### src/rtl/arm_mem_pkg.sv
// Shared types and constants for the MEM-stage SRAM controller.
// Imported by the controller and its wait counter.
package arm_mem_pkg;

    typedef enum logic [1:0] {
        IDLE,
        LOW,
        HIGH,
        DONE
    } state_t;

    localparam int SRAM_DW       = 16;
    localparam int SRAM_AW_DEF   = 18;
    localparam int BASE_ADDR_DEF = 1024;
    localparam int WA_W_DEF      = SRAM_AW_DEF - 1;

endpackage

### src/rtl/sram_wait_counter.sv
// Per-phase wait counter: counts held cycles of one half-word access.
// 'last' marks the final cycle of the phase.
module sram_wait_counter
    import arm_mem_pkg::*;
#(
    parameter int WAIT_CYCLES = 5
) (
    input  logic clk,
    input  logic rst,
    input  logic clr,
    input  logic en,
    output logic last
);

    logic [3:0] count;

    always_ff @(posedge clk or negedge rst) begin
        if (!rst) begin
            count <= '0;
        end else if (clr) begin
            count <= '0;
        end else if (en) begin
            count <= count + 4'd1;
        end
    end

    assign last = (count == 4'(WAIT_CYCLES - 1));

endmodule

### src/rtl/sram_mem_controller.sv
// Splits each 32-bit MEM-stage access into two timed half-word SRAM
// accesses (low half first) and stalls the pipeline via 'ready'.
module sram_mem_controller
    import arm_mem_pkg::*;
#(
    parameter int WAIT_CYCLES = 5,
    parameter int BASE_ADDR   = BASE_ADDR_DEF,
    parameter int SRAM_AW     = SRAM_AW_DEF
) (
    input  logic               clk,
    input  logic               rst,
    input  logic               rd_en,
    input  logic               wr_en,
    input  logic [31:0]        address,
    input  logic [31:0]        write_data,
    output logic [31:0]        read_data,
    output logic               ready,
    output logic [SRAM_AW-1:0] sram_addr,
    output logic               sram_we_n,
    output logic [SRAM_DW-1:0] sram_dq_out,
    output logic               sram_dq_oe,
    input  logic [SRAM_DW-1:0] sram_dq_in
);

    localparam int WA_W = SRAM_AW - 1;

    state_t             state;
    logic               is_store;
    logic [WA_W-1:0]    wa;
    logic [WA_W-1:0]    wa_next;
    logic [SRAM_DW-1:0] wdata_hi;
    logic [31:0]        offset;
    logic               cnt_clr;
    logic               cnt_en;
    logic               last;

    // Out-of-range addresses wrap modulo the SRAM word count
    assign offset  = address - 32'(BASE_ADDR);
    assign wa_next = WA_W'(offset >> 2);

    assign ready = (state == DONE) |
                   ((state == IDLE) & ~rd_en & ~wr_en);

    assign cnt_clr = (state == IDLE) | last;
    assign cnt_en  = (state == LOW) | (state == HIGH);

    sram_wait_counter #(
        .WAIT_CYCLES(WAIT_CYCLES)
    ) u_wait (
        .clk (clk),
        .rst (rst),
        .clr (cnt_clr),
        .en  (cnt_en),
        .last(last)
    );

    always_ff @(posedge clk or negedge rst) begin
        if (!rst) begin
            state       <= IDLE;
            is_store    <= 1'b0;
            wa          <= '0;
            wdata_hi    <= '0;
            read_data   <= '0;
            sram_addr   <= '0;
            sram_we_n   <= 1'b1;
            sram_dq_oe  <= 1'b0;
            sram_dq_out <= '0;
        end else begin
            unique case (state)
                IDLE: begin
                    if (rd_en | wr_en) begin
                        state       <= LOW;
                        is_store    <= wr_en;
                        wa          <= wa_next;
                        wdata_hi    <= write_data[31:16];
                        sram_addr   <= {wa_next, 1'b0};
                        sram_we_n   <= ~wr_en;
                        sram_dq_oe  <= wr_en;
                        sram_dq_out <= wr_en ? write_data[15:0] : '0;
                    end
                end
                LOW: begin
                    if (last) begin
                        if (!is_store) begin
                            read_data[15:0] <= sram_dq_in;
                        end
                        state       <= HIGH;
                        sram_addr   <= {wa, 1'b1};
                        sram_dq_out <= is_store ? wdata_hi : '0;
                    end
                end
                HIGH: begin
                    if (last) begin
                        if (!is_store) begin
                            read_data[31:16] <= sram_dq_in;
                        end
                        state       <= DONE;
                        sram_addr   <= '0;
                        sram_we_n   <= 1'b1;
                        sram_dq_oe  <= 1'b0;
                        sram_dq_out <= '0;
                    end
                end
                DONE: begin
                    state <= IDLE;
                end
                default: begin
                    state <= IDLE;
                end
            endcase
        end
    end

endmodule

### config.mk
export PLATFORM = sky130hd
export DESIGN_NAME = sram_mem_controller
export DESIGN_NICKNAME = d
export VERILOG_FILES = /design/src/rtl/arm_mem_pkg.sv /design/src/rtl/sram_wait_counter.sv /design/src/rtl/sram_mem_controller.sv
export SDC_FILE = /design/constraint.sdc
export NUM_CORES = 1
export LEC_CHECK = 0
export CORE_UTILIZATION = 49
export CTS_CLUSTER_SIZE = 40
export DETAILED_ROUTE_END_ITERATION = 8
export GPL_TIMING_DRIVEN = 0
export PLACE_DENSITY = 0.85
export SYNTH_ARGS = -nofsm -noshare
export SYNTH_HDL_FRONTEND = slang
export SYNTH_SLANG_ARGS = --single-unit
### constraint.sdc
create_clock -name clk -period 6.15 [get_ports clk]
set_clock_uncertainty 0.2 [all_clocks]
set_input_delay 0.9225 -clock clk [delete_from_list [all_inputs] [get_ports clk]]
set_output_delay 0.9225 -clock clk [all_outputs]
set_load 0.05 [all_outputs]
==> qor.csv, run 1 <==
stage;metric;value;unit
global_route;initial antenna violation count;0;
finish;commonest non-fill, non-tap cells in the layout;clkdlybuf4s50_1, dfrtp_1, mux2_2;
detailed_routing;DRT Wirelength;11000;um
floorplan;Starting Density;0.5041;
power;Static Leak;2.699;nW
placed_design;post-detail-place hpwl;8105;um
hold_path;Worst Hold Path EP;wa[15]$_DFFE_PN0P_;
sta;endpoints failing setup;0;
detailed_routing;wl on met1;4354;um
hold_path;HP Start;wa[15]$_DFFE_PN0P_;
finish;final net count;633;
logic_synthesis;number of library cell types mapped by synthesis;37;
clocking;clock sinks;108;
finish;fraction of layout cells with a size suffix above 1;0.1651;
status;outcome;finished, final reports clean;
finish;final core occ;0.6902;
clocking;Clock Tree Buf Depth;2;
logic_synthesis;number of flops mapped to enable cells by yosys;0;
sta;max-slew violations;0;
floorplan;die area;0.009854;mm^2
global_route;vias in the first global route;3767;
sta;Final Hold Fails;0;
floorplan;IO Count;153;
critical_path;worst reg2reg path depth;8;
detailed_routing;DRT Pass-1 Iters;4;
detailed_routing;met2 wire len;5559;um
sta;Slew HR;0.5880;
sta;Worst Tran Pin Value;0.6180;ns
critical_path;Setup crit end kind;output port;
power;Power Density;653.5;mW/mm^2
clocking;Clock Pin Slew Worst Setup and Hold Paths;0.09;ns
sta;RSZ-0062 raised after global routing;false;
critical_path;flop2flop setup slack;3.58;ns
logic_synthesis;Yosys top cell area share;0.5776;
logic_synthesis;Post-Syn Area;0.004636;mm^2
critical_path;Worst Path Required;5.03;ns
global_route;All-Layer GR Usage;0.2344;
placed_design;Placed Area;0.006171;mm^2
detailed_routing;DR WL met3;922;um
power;IR drop worst, VDD;0.4363;mV
finish;Layout area overhead;36.92;%
clocking;Root Buffer;clkbuf_8;
clocking;H-tree levels;3;
hold_path;worst min path class;flip-flop to flip-flop;
floorplan;Core Rows;35;
placed_design;I/O Buffers;137;
detailed_routing;Antenna Nets Post-Route;0;
critical_path;reg2reg start;state[0]$_DFFE_PN0P_;
critical_path;startpoint types;primary input;
critical_path;worst reg2reg path endpoint;sram_dq_out[15]$_DFFE_PN0P_;
global_route;gr ovfl total;0;
global_route;first-pass GRT wire length;18040;um
critical_path;Crit Path Max Fanout;6;
detailed_routing;WL/cell;16.77;um
job;max cap viols;0;
sta;Final min period;4.015;ns
clocking;CTS Buf Count;9;
detailed_routing;DRC viols;0;
detailed_routing;DR iter-0 viols;142;
finish;fin cells;656;
logic_synthesis;Synth Area per Inst;11.86;um^2
logic_synthesis;Synth area leader;dfrtp_1;
logic_synthesis;Syn Inst Count;391;
detailed_routing;Via Count;3542;
clocking;CTS resizes;0;
detailed_routing;DR vias/cell;5.399;
critical_path;WS Path Type;primary input to output port;
placed_design;Final Wtd Congestion;0.8632;
detailed_routing;DR top layer;met4;
logic_synthesis;Async SR Flop Fraction;1.000;
logic_synthesis;register area share after synthesis;0.5833;
finish;ant diodes;0;
critical_path;Crit path arrival time;2.89;ns
logic_synthesis;Area contributors post-synth;dfrtp_1, mux2_2, a21oi_1, nor2_1, a22oi_1;
hold_path;WHS Path Cells;2;
sta;Peak Freq;249.1;MHz
floorplan;CORE AREA;0.009196;mm^2
finish;Final Cell Area;0.006347;mm^2
global_route;pin count of the biggest net entering global routing;63;
logic_synthesis;Ys Warns;0;
clocking;worst skew pair latency;0.36;ns
logic_synthesis;synthesized net count;484;
floorplan;die height;99.27;um
sta;setup TNS;0;ns
floorplan;DIE WIDTH;99.27;um
clocking;postcts setup bufs;0;
power;overall power;0.004148;W
finish;commonest non-fill, non-tap cell in the layout;clkdlybuf4s50_1;
placed_design;dpl cells;640;
logic_synthesis;ys flop type;dfrtp_1;
logic_synthesis;number of synthesized register bits;108;
clocking;TritonCTS clock tree;yes;
sta;period utilization;0.6528;
clocking;CTS hold repair buffers;0;
[through the flow]
step | hold WS, ns | setup slack, ns
after detailed placement | 0.2709 | 2.170
after global placement | 0.2576 | 0.003481
after floorplan | 0.2429 | 3.242
after CTS | 0.2938 | 2.134
after global routing | 0.3033 | 2.073
final | 0.2905 | 2.135
[cells in the mapped netlist, types with 3 or more instances]
cell,count
clkbuf_1,8
a31oi_1,3
ha_1,9
xnor2_1,6
xor2_1,3
nand2_1,17
mux2i_1,5
nor2_1,44
dfrtp_1,107
nor2b_1,10
o21ai_0,11
a22oi_1,17
buf_2,11
mux2_2,58
and3_1,3
a21oi_1,41
nand2b_1,4
inv_1,9
[critical path, cell delays in order]
cell and delay [ns]:
clkdlybuf4s50_1 0.51, or3b_2 0.55, nand2b_1 0.10, clkdlybuf4s50_1 0.82
[worst max-delay path by stage]
stage,start,end,cells past startpoint
floorplan,wr_en,ready,2
global placement,rst,wdata_hi[11]$_DFFE_PN0P_,1
detailed placement,wr_en,ready,4
CTS,wr_en,ready,4
global route,wr_en,ready,4
finish,wr_en,ready,4
[flip-flops by register name, indices dropped and copies added, names as in the netlist]
| register | cells |
|---|---|
| sram_dq_oe | 1 |
| wa | 17 |
| read_data | 32 |
| is_store | 1 |
| wdata_hi | 16 |
| sram_we_n | 1 |
| state | 2 |
| sram_addr | 18 |
| sram_dq_out | 16 |
| u_wait.count | 4 |
[logic make-up (layout without fill, tap and decap cells)]
group	count (synthesis)	in the layout	share of synthesized area
adders and majority gates	9	9	0.02429
and+or+nand+nor	91	91	0.09231
DFF	108	108	0.5833
muxes	63	63	0.1517
buffers and inverters	30	184	0.02726
xor gates and xnor gates	9	9	0.01700
AOI/OAI and AO/OA	81	81	0.1042
[power breakdown]
group / switching, W / total, W / internal, W
Combinational: 0.00157 / 0.00247 / 0.000901
Sequential: 0.000199 / 0.00128 / 0.00108
Clock: 0.000241 / 0.000393 / 0.000152
Total: 0.00201 / 0.00415 / 0.00214
[routing by layer]
| metal | vias up | track usage |
|---|---|---|
| li1 | 1657 | - |
| met1 | 1745 | 0.2741 |
| met2 | 127 | 0.4065 |
| met3 | 13 | 0.08503 |
| met4 | 0 | 0.06674 |
| met5 | - | 0 |
[final cells by class]
| class | instances | area (um^2) |
|---|---|---|
| clock buffers | 10 | 127.6 |
| multi-input cells | 253 | 1805 |
| clock inverters | 6 | 48.80 |
| inverters | 9 | 33.78 |
| repair buffers | 138 | 1396 |
| fillers | 675 | 2849 |
| flip-flops and latches | 108 | 2704 |
| well taps | 111 | 138.9 |
| plain buffers | 21 | 92.59 |
No activity file was read; power rests on OpenSTA's default activity.
==> run 2: changes to the inputs <==
CORE_UTILIZATION = 46   (was 49)
PLACE_DENSITY = 0.8   (was 0.85)
clock period = 4.16 ns   (was 6.15 ns; I/O delays follow)
==> run 2 against run 1 <==
Net effect:
- sequential power is 48% higher
- highest routed layer unchanged
- cell count grew 3.4%
- setup slack got worse by 1.5 ns
- wire length down 0.51%
- die area rose by 6.4%
- non-clock buffer count unchanged
- utilization shrank 3.8 points
- clock power grew 54%
- design area increased by 0.49%
- total power grew 48%
- via count decreased by 0.45%
==> qor.csv, run 2 (synthesis results as in run 1) <==
stage;metric;value;unit;change
detailed_routing;Antenna Nets Post-Route;0;;unchanged
status;outcome;finished, final reports clean;;
detailed_routing;DRC viols;0;;unchanged
critical_path;reg2reg start;state[0]$_DFFE_PN0P_;;
clocking;clock sinks;108;;unchanged
finish;fraction of layout cells with a size suffix above 1;0.1670;;+0.001835
power;IR drop worst, VDD;0.7360;mV;+69%
placed_design;Final Wtd Congestion;0.7377;;-15%
global_route;All-Layer GR Usage;0.2208;;-0.01363
sta;RSZ-0062 raised after global routing;false;;
clocking;worst skew pair latency;0.36;ns;about the same
finish;final net count;633;;unchanged
critical_path;Setup crit end kind;output port;;
sta;Fin Hold WS;0.08821;ns;-0.2023 ns
critical_path;Crit path arrival time;2.66;ns;-0.23 ns
sta;Final min period;3.485;ns;
clocking;TritonCTS clock tree;yes;;
clocking;CTS hold repair buffers;0;;unchanged
clocking;H-tree levels;3;;unchanged
clocking;CTS Buf Count;9;;unchanged
placed_design;I/O Buffers;137;;unchanged
floorplan;die area;0.01048;mm^2;+6.4%
hold_path;worst min path class;primary input to asynchronous set/reset pin;;
finish;max reg flops;32;;unchanged
critical_path;flop2flop setup slack;1.59;ns;-1.99 ns
clocking;Clock Tree Buf Depth;2;;unchanged
critical_path;WS Path Type;flip-flop to output port;;
critical_path;Crit Path Max Fanout;7;;+1
floorplan;Core Rows;36;;+2.9%
job;max cap viols;0;;unchanged
finish;Layout area overhead;37.60;%;
clocking;postcts setup bufs;0;;unchanged
detailed_routing;DRT Wirelength;10940;um;-0.51%
finish;final core occ;0.6526;;-0.03762
critical_path;Worst Path Required;3.34;ns;-1.69 ns
floorplan;Starting Density;0.4743;;-0.02981
detailed_routing;DRT Pass-1 Iters;4;;unchanged
power;Static Leak;2.704;nW;+0.20%
global_route;first-pass GRT wire length;17760;um;-1.6%
floorplan;IO Count;153;;unchanged
detailed_routing;Via Count;3526;;-0.45%
detailed_routing;WL/cell;16.14;um;-3.7%
power;overall power;0.006141;W;+48%
sta;Slew HR;0.5526;;-0.03538
clocking;Clock Pin Slew Worst Setup and Hold Paths;0.10;ns;about the same
finish;ant diodes;0;;unchanged
global_route;vias in the first global route;3691;;-2.0%
global_route;initial antenna violation count;0;;unchanged
placed_design;post-detail-place hpwl;8109;um;about the same
global_route;gr ovfl total;0;;unchanged
finish;Reg with most FFs;read_data;;
sta;period utilization;0.8378;;
finish;commonest non-fill, non-tap cell in the layout;clkdlybuf4s50_1;;
detailed_routing;DR vias/cell;5.201;;-3.7%
sta;Peak Freq;286.9;MHz;
floorplan;die height;102.4;um;+3.1%
detailed_routing;DR iter-0 viols;106;;-25%
critical_path;worst reg2reg path endpoint;sram_dq_out[2]$_DFFE_PN0P_;;
clocking;CTS resizes;0;;unchanged
sta;max-slew violations;0;;unchanged
global_route;pin count of the biggest net entering global routing;59;;-6.3%
critical_path;startpoint types;flip-flop;;
sta;setup TNS;0;ns;unchanged
sta;Final Hold Fails;0;;unchanged
floorplan;DIE WIDTH;102.4;um;+3.1%
power;Power Density;962.7;mW/mm^2;+47%
floorplan;CORE AREA;0.009774;mm^2;+6.3%
finish;largest registers;read_data x32, sram_addr x18, wa x17;;
finish;commonest non-fill, non-tap cells in the layout;clkdlybuf4s50_1, dfrtp_1, mux2_2;;
sta;endpoints failing setup;0;;unchanged
clocking;Root Buffer;clkbuf_8;;
sta;Worst Tran Pin Value;0.6711;ns;+0.05307 ns
critical_path;worst reg2reg path depth;8;;unchanged
[run 2: changes by cell type in the layout (fill, tap and decap cells not counted)]
cell / delta
clkbuf_1: -1
clkinv_2: +1
clkinv_4: -3
inv_6: +2
inv_8: +1
[run 2: worst max path at each step]
stage / to / startpoint / cells past startpoint
2_1_floorplan: ready / state[0]$_DFFE_PN0P_ / 4
3_3_place_gp: read_data[5]$_DFFE_PN0P_ / rst / 1
3_5_place_dp: ready / wr_en / 4
4_1_cts: ready / state[0]$_DFFE_PN0P_ / 5
5_1_grt: ready / state[0]$_DFFE_PN0P_ / 5
6_report: ready / state[0]$_DFFE_PN0P_ / 5
[run 2: critical path, stage by stage, from the launching register on]
cell	delay (ns)
dfrtp_1	0.44
inv_1	0.15
ha_1	0.30
or3b_2	0.50
nand2b_1	0.10
clkdlybuf4s50_1	0.80
[run 2: stage by stage]
stage / instance area (um^2) / setup slack, ns / cells
after floorplan: 4636 / 1.740 / 391
after global placement: 6173 / -1.722 / 661
after detailed placement: 6198 / 0.7591 / 662
after CTS: 6379 / 0.6504 / 678
after global routing: 6379 / 0.5665 / 678
final: 6379 / 0.6746 / 678
[run 2: where the power goes]
part | internal [W] | switching (W)
logic | 0.00133 | 0.00230
registers | 0.00160 | 0.000297
clock network | 0.000229 | 0.000378
[run 2: area by class of cell]
class                      count  area, um^2
timing repair buffer         138        1396
buffer                        21       92.59
clock inverter                 7       56.30
clock buffer                   9       123.9
tap                          133       166.4
sequential                   108        2704
multi-input combinational    253        1805
inverter                       9       33.78
fill                         775        3396
[run 2: routing by layer]
layer	part of all wire	GRT usage	vias up	wire length, um
met3	0.082	0.07456	18	897
met5	0	0	-	0
met1	0.42	0.2800	1731	4617
met4	0.017	0.07253	0	186
li1	-	-	1652	-
met2	0.48	0.3562	125	5242
==> run 3: changes to the inputs <==
CORE_UTILIZATION = 41   (was 46)
PLACE_DENSITY = 0.76   (was 0.8)
clock period = 2.9 ns   (was 4.16 ns; I/O delays follow)
==> run 3 against run 2 <==
Net effect:
- the run now ends with negative hold slack left
- critical path depth is the same
- critical path type unchanged
- setup slack lost 0.47 ns
- highest routed layer unchanged
- largest power group unchanged
- critical endpoint unchanged
- register-to-register slack lost 1.3 ns
- design area grew 1.8%
- count of clock-buffer cells in the layout grew 1
- sequential share of layout area shrank 0.77 points
- first-iteration DRC count grew 82%
==> qor.csv, run 3 (synthesis results as in run 1) <==
stage;metric;value;unit;change
sta;max-slew violations;0;;unchanged
sta;setup ws final;0.2073;ns;-0.4672 ns
job;max cap viols;0;;unchanged
critical_path;CP Launch Point;state[0]$_DFFE_PN0P_;;
clocking;postcts setup bufs;0;;unchanged
critical_path;worst reg2reg path endpoint;sram_dq_out[14]$_DFFE_PN0P_;;
sta;setup TNS;0;ns;unchanged
floorplan;die area;0.01174;mm^2;+12%
placed_design;Final Wtd Congestion;0.8246;;+12%
floorplan;Core Rows;38;;+5.6%
power;IR drop worst, VDD;0.8345;mV;+13%
placed_design;I/O Buffers;137;;unchanged
floorplan;DIE WIDTH;108.3;um;+5.8%
global_route;gr ovfl total;0;;unchanged
detailed_routing;DR iter-0 viols;193;;+82%
sta;Worst Tran Pin Value;0.8074;ns;+0.1363 ns
global_route;pin count of the biggest net entering global routing;64;;+8.5%
clocking;Clock Pin Slew Worst Setup and Hold Paths;0.07;ns;-0.03 ns
status;outcome;finished with violations;;
detailed_routing;DRC viols;0;;unchanged
clocking;clock sinks;108;;unchanged
critical_path;worst reg2reg path depth;8;;unchanged
detailed_routing;Antenna Nets Post-Route;0;;unchanged
sta;Final min period;2.693;ns;
status;failing checks;negative hold slack;;
global_route;vias in the first global route;3709;;+0.49%
finish;register area;0.002704;mm^2;unchanged
power;Static Leak;2.751;nW;+1.7%
sta;Final Hold Fails;9;;+9
critical_path;startpoint types;flip-flop;;
floorplan;CORE AREA;0.01094;mm^2;+12%
finish;final net count;633;;unchanged
power;Power Density;1412;mW/mm^2;+47%
clocking;Clock Tree Buf Depth;2;;unchanged
detailed_routing;DRT Wirelength;11250;um;+2.8%
floorplan;Starting Density;0.4239;;-0.05036
clocking;TritonCTS clock tree;yes;;
critical_path;WS Path Type;flip-flop to output port;;
floorplan;IO Count;153;;unchanged
clocking;H-tree levels;3;;unchanged
finish;commonest non-fill, non-tap cell in the layout;clkdlybuf4s50_1;;
critical_path;flop2flop setup slack;0.30;ns;-1.29 ns
sta;Fin Hold WS;-0.007434;ns;-0.09564 ns
critical_path;Worst Path Required;2.27;ns;-1.07 ns
sta;endpoints failing setup;0;;unchanged
global_route;All-Layer GR Usage;0.2036;;-0.01716
sta;RSZ-0062 raised after global routing;false;;
clocking;Root Buffer;clkbuf_16;;
detailed_routing;Via Count;3544;;+0.51%
finish;Layout area overhead;40.13;%;
finish;ant diodes;0;;unchanged
critical_path;Crit Path Max Fanout;7;;unchanged
finish;Reg with most FFs;read_data;;
floorplan;die height;108.3;um;+5.8%
detailed_routing;DR vias/cell;5.174;;-0.52%
placed_design;DP Worst Slack;-0.1168;ns;-0.8759 ns
finish;max reg flops;32;;unchanged
critical_path;reg2reg start;state[1]$_DFFE_PN0P_;;
critical_path;Crit path arrival time;2.06;ns;-0.60 ns
finish;largest registers;read_data x32, sram_addr x18, wa x17;;
finish;footprint of the multi-input gates;0.001805;mm^2;unchanged
clocking;CTS Buf Count;9;;unchanged
detailed_routing;DRT Pass-1 Iters;4;;unchanged
detailed_routing;WL/cell;16.42;um;+1.7%
hold_path;worst min path class;primary input to asynchronous set/reset pin;;
placed_design;post-detail-place hpwl;8227;um;+1.5%
global_route;initial antenna violation count;0;;unchanged
sta;period utilization;0.9285;;
finish;fraction of layout cells with a size suffix above 1;0.1670;;unchanged
global_route;first-pass GRT wire length;18390;um;+3.5%
finish;fin cells;685;;+1.0%
critical_path;Setup crit end kind;output port;;
finish;commonest non-fill, non-tap cells in the layout;clkdlybuf4s50_1, dfrtp_1, mux2_2;;
critical_path;Critical Path End;ready;;
sta;Slew HR;0.4617;;-0.09086
placed_design;dpl cells;669;;+1.1%
sta;Peak Freq;371.4;MHz;
finish;Fill cells;922;;+19%
clocking;worst skew pair latency;0.34;ns;-0.02 ns
-- run 3: cell types whose count changed in the layout (fill, tap and decap cells not counted), sizes merged --
cell / delta
clkinv: +2
clkdlybuf4s50: -1
buf: +1
bufinv: +1
clkbuf: +1
inv: -5
clkinvlp: +1
-- run 3: worst max-delay path: stages, from the launching register on --
cell and delay [ns]:
dfrtp_1 0.42, inv_1 0.14, ha_1 0.29, or3b_2 0.51
nand2b_1 0.09, buf_2 0.27
-- run 3: routing by layer --
metal,share of wire,GRT usage,up-vias
li1,-,-,1656
met1,0.42,0.2606,1738
met2,0.47,0.3276,139
met3,0.096,0.06932,11
met4,0.012,0.05985,0
met5,0,0,-
-- run 3: timing repair --
action,CTS,global route
hold buffers,0,0
resized for setup,3,2
pin swaps,0,0
setup endpoints to repair,1,1
cloned,0,0
-- run 3: final cells by class --
class / instances / share of cell area
Clock inverter: 6 / 0.01002
Tap cell: 140 / 0.02696
Buffer: 21 / 0.01425
Clock buffer: 10 / 0.03525
Timing Repair Buffer: 138 / 0.2142
Inverter: 9 / 0.005200
Sequential cell: 108 / 0.4162
Multi-Input combinational cell: 253 / 0.2779
-- run 3: power breakdown --
group / leakage [nW] / internal, W / switching, W
logic: 1.33 / 0.00190 / 0.00333
clock network: 0.142 / 0.000670 / 0.000544
registers: 1.28 / 0.00231 / 0.000422
total: 2.75 / 0.00488 / 0.00430
-- run 3: how the worst min path moves through the flow --
stage                          endpoint  depth (start not counted)          startpoint
2_1_floorplan      is_store$_DFFE_PN0P_                          0                 rst
3_3_place_gp         wa[16]$_DFFE_PN0P_                          2  wa[16]$_DFFE_PN0P_
3_5_place_dp          wa[8]$_DFFE_PN0P_                          2   wa[8]$_DFFE_PN0P_
4_1_cts        read_data[1]$_DFFE_PN0P_                          1                 rst
5_1_grt        read_data[1]$_DFFE_PN0P_                          1                 rst
6_report       read_data[1]$_DFFE_PN0P_                          1                 rst
-- run 3: stage by stage --
step	area [um^2]	power [W]	hold slack [ns]	utilization
after floorplan	4636	0.006244	-0.06059	-
after global placement	6182	0.007859	0.2574	0.5653
after detailed placement	6207	0.008004	0.2716	0.5676
after CTS	6502	0.009251	0.01468	0.5946
after global routing	6496	0.009732	0.05854	0.5941
final	6496	0.009176	-0.007434	0.5941
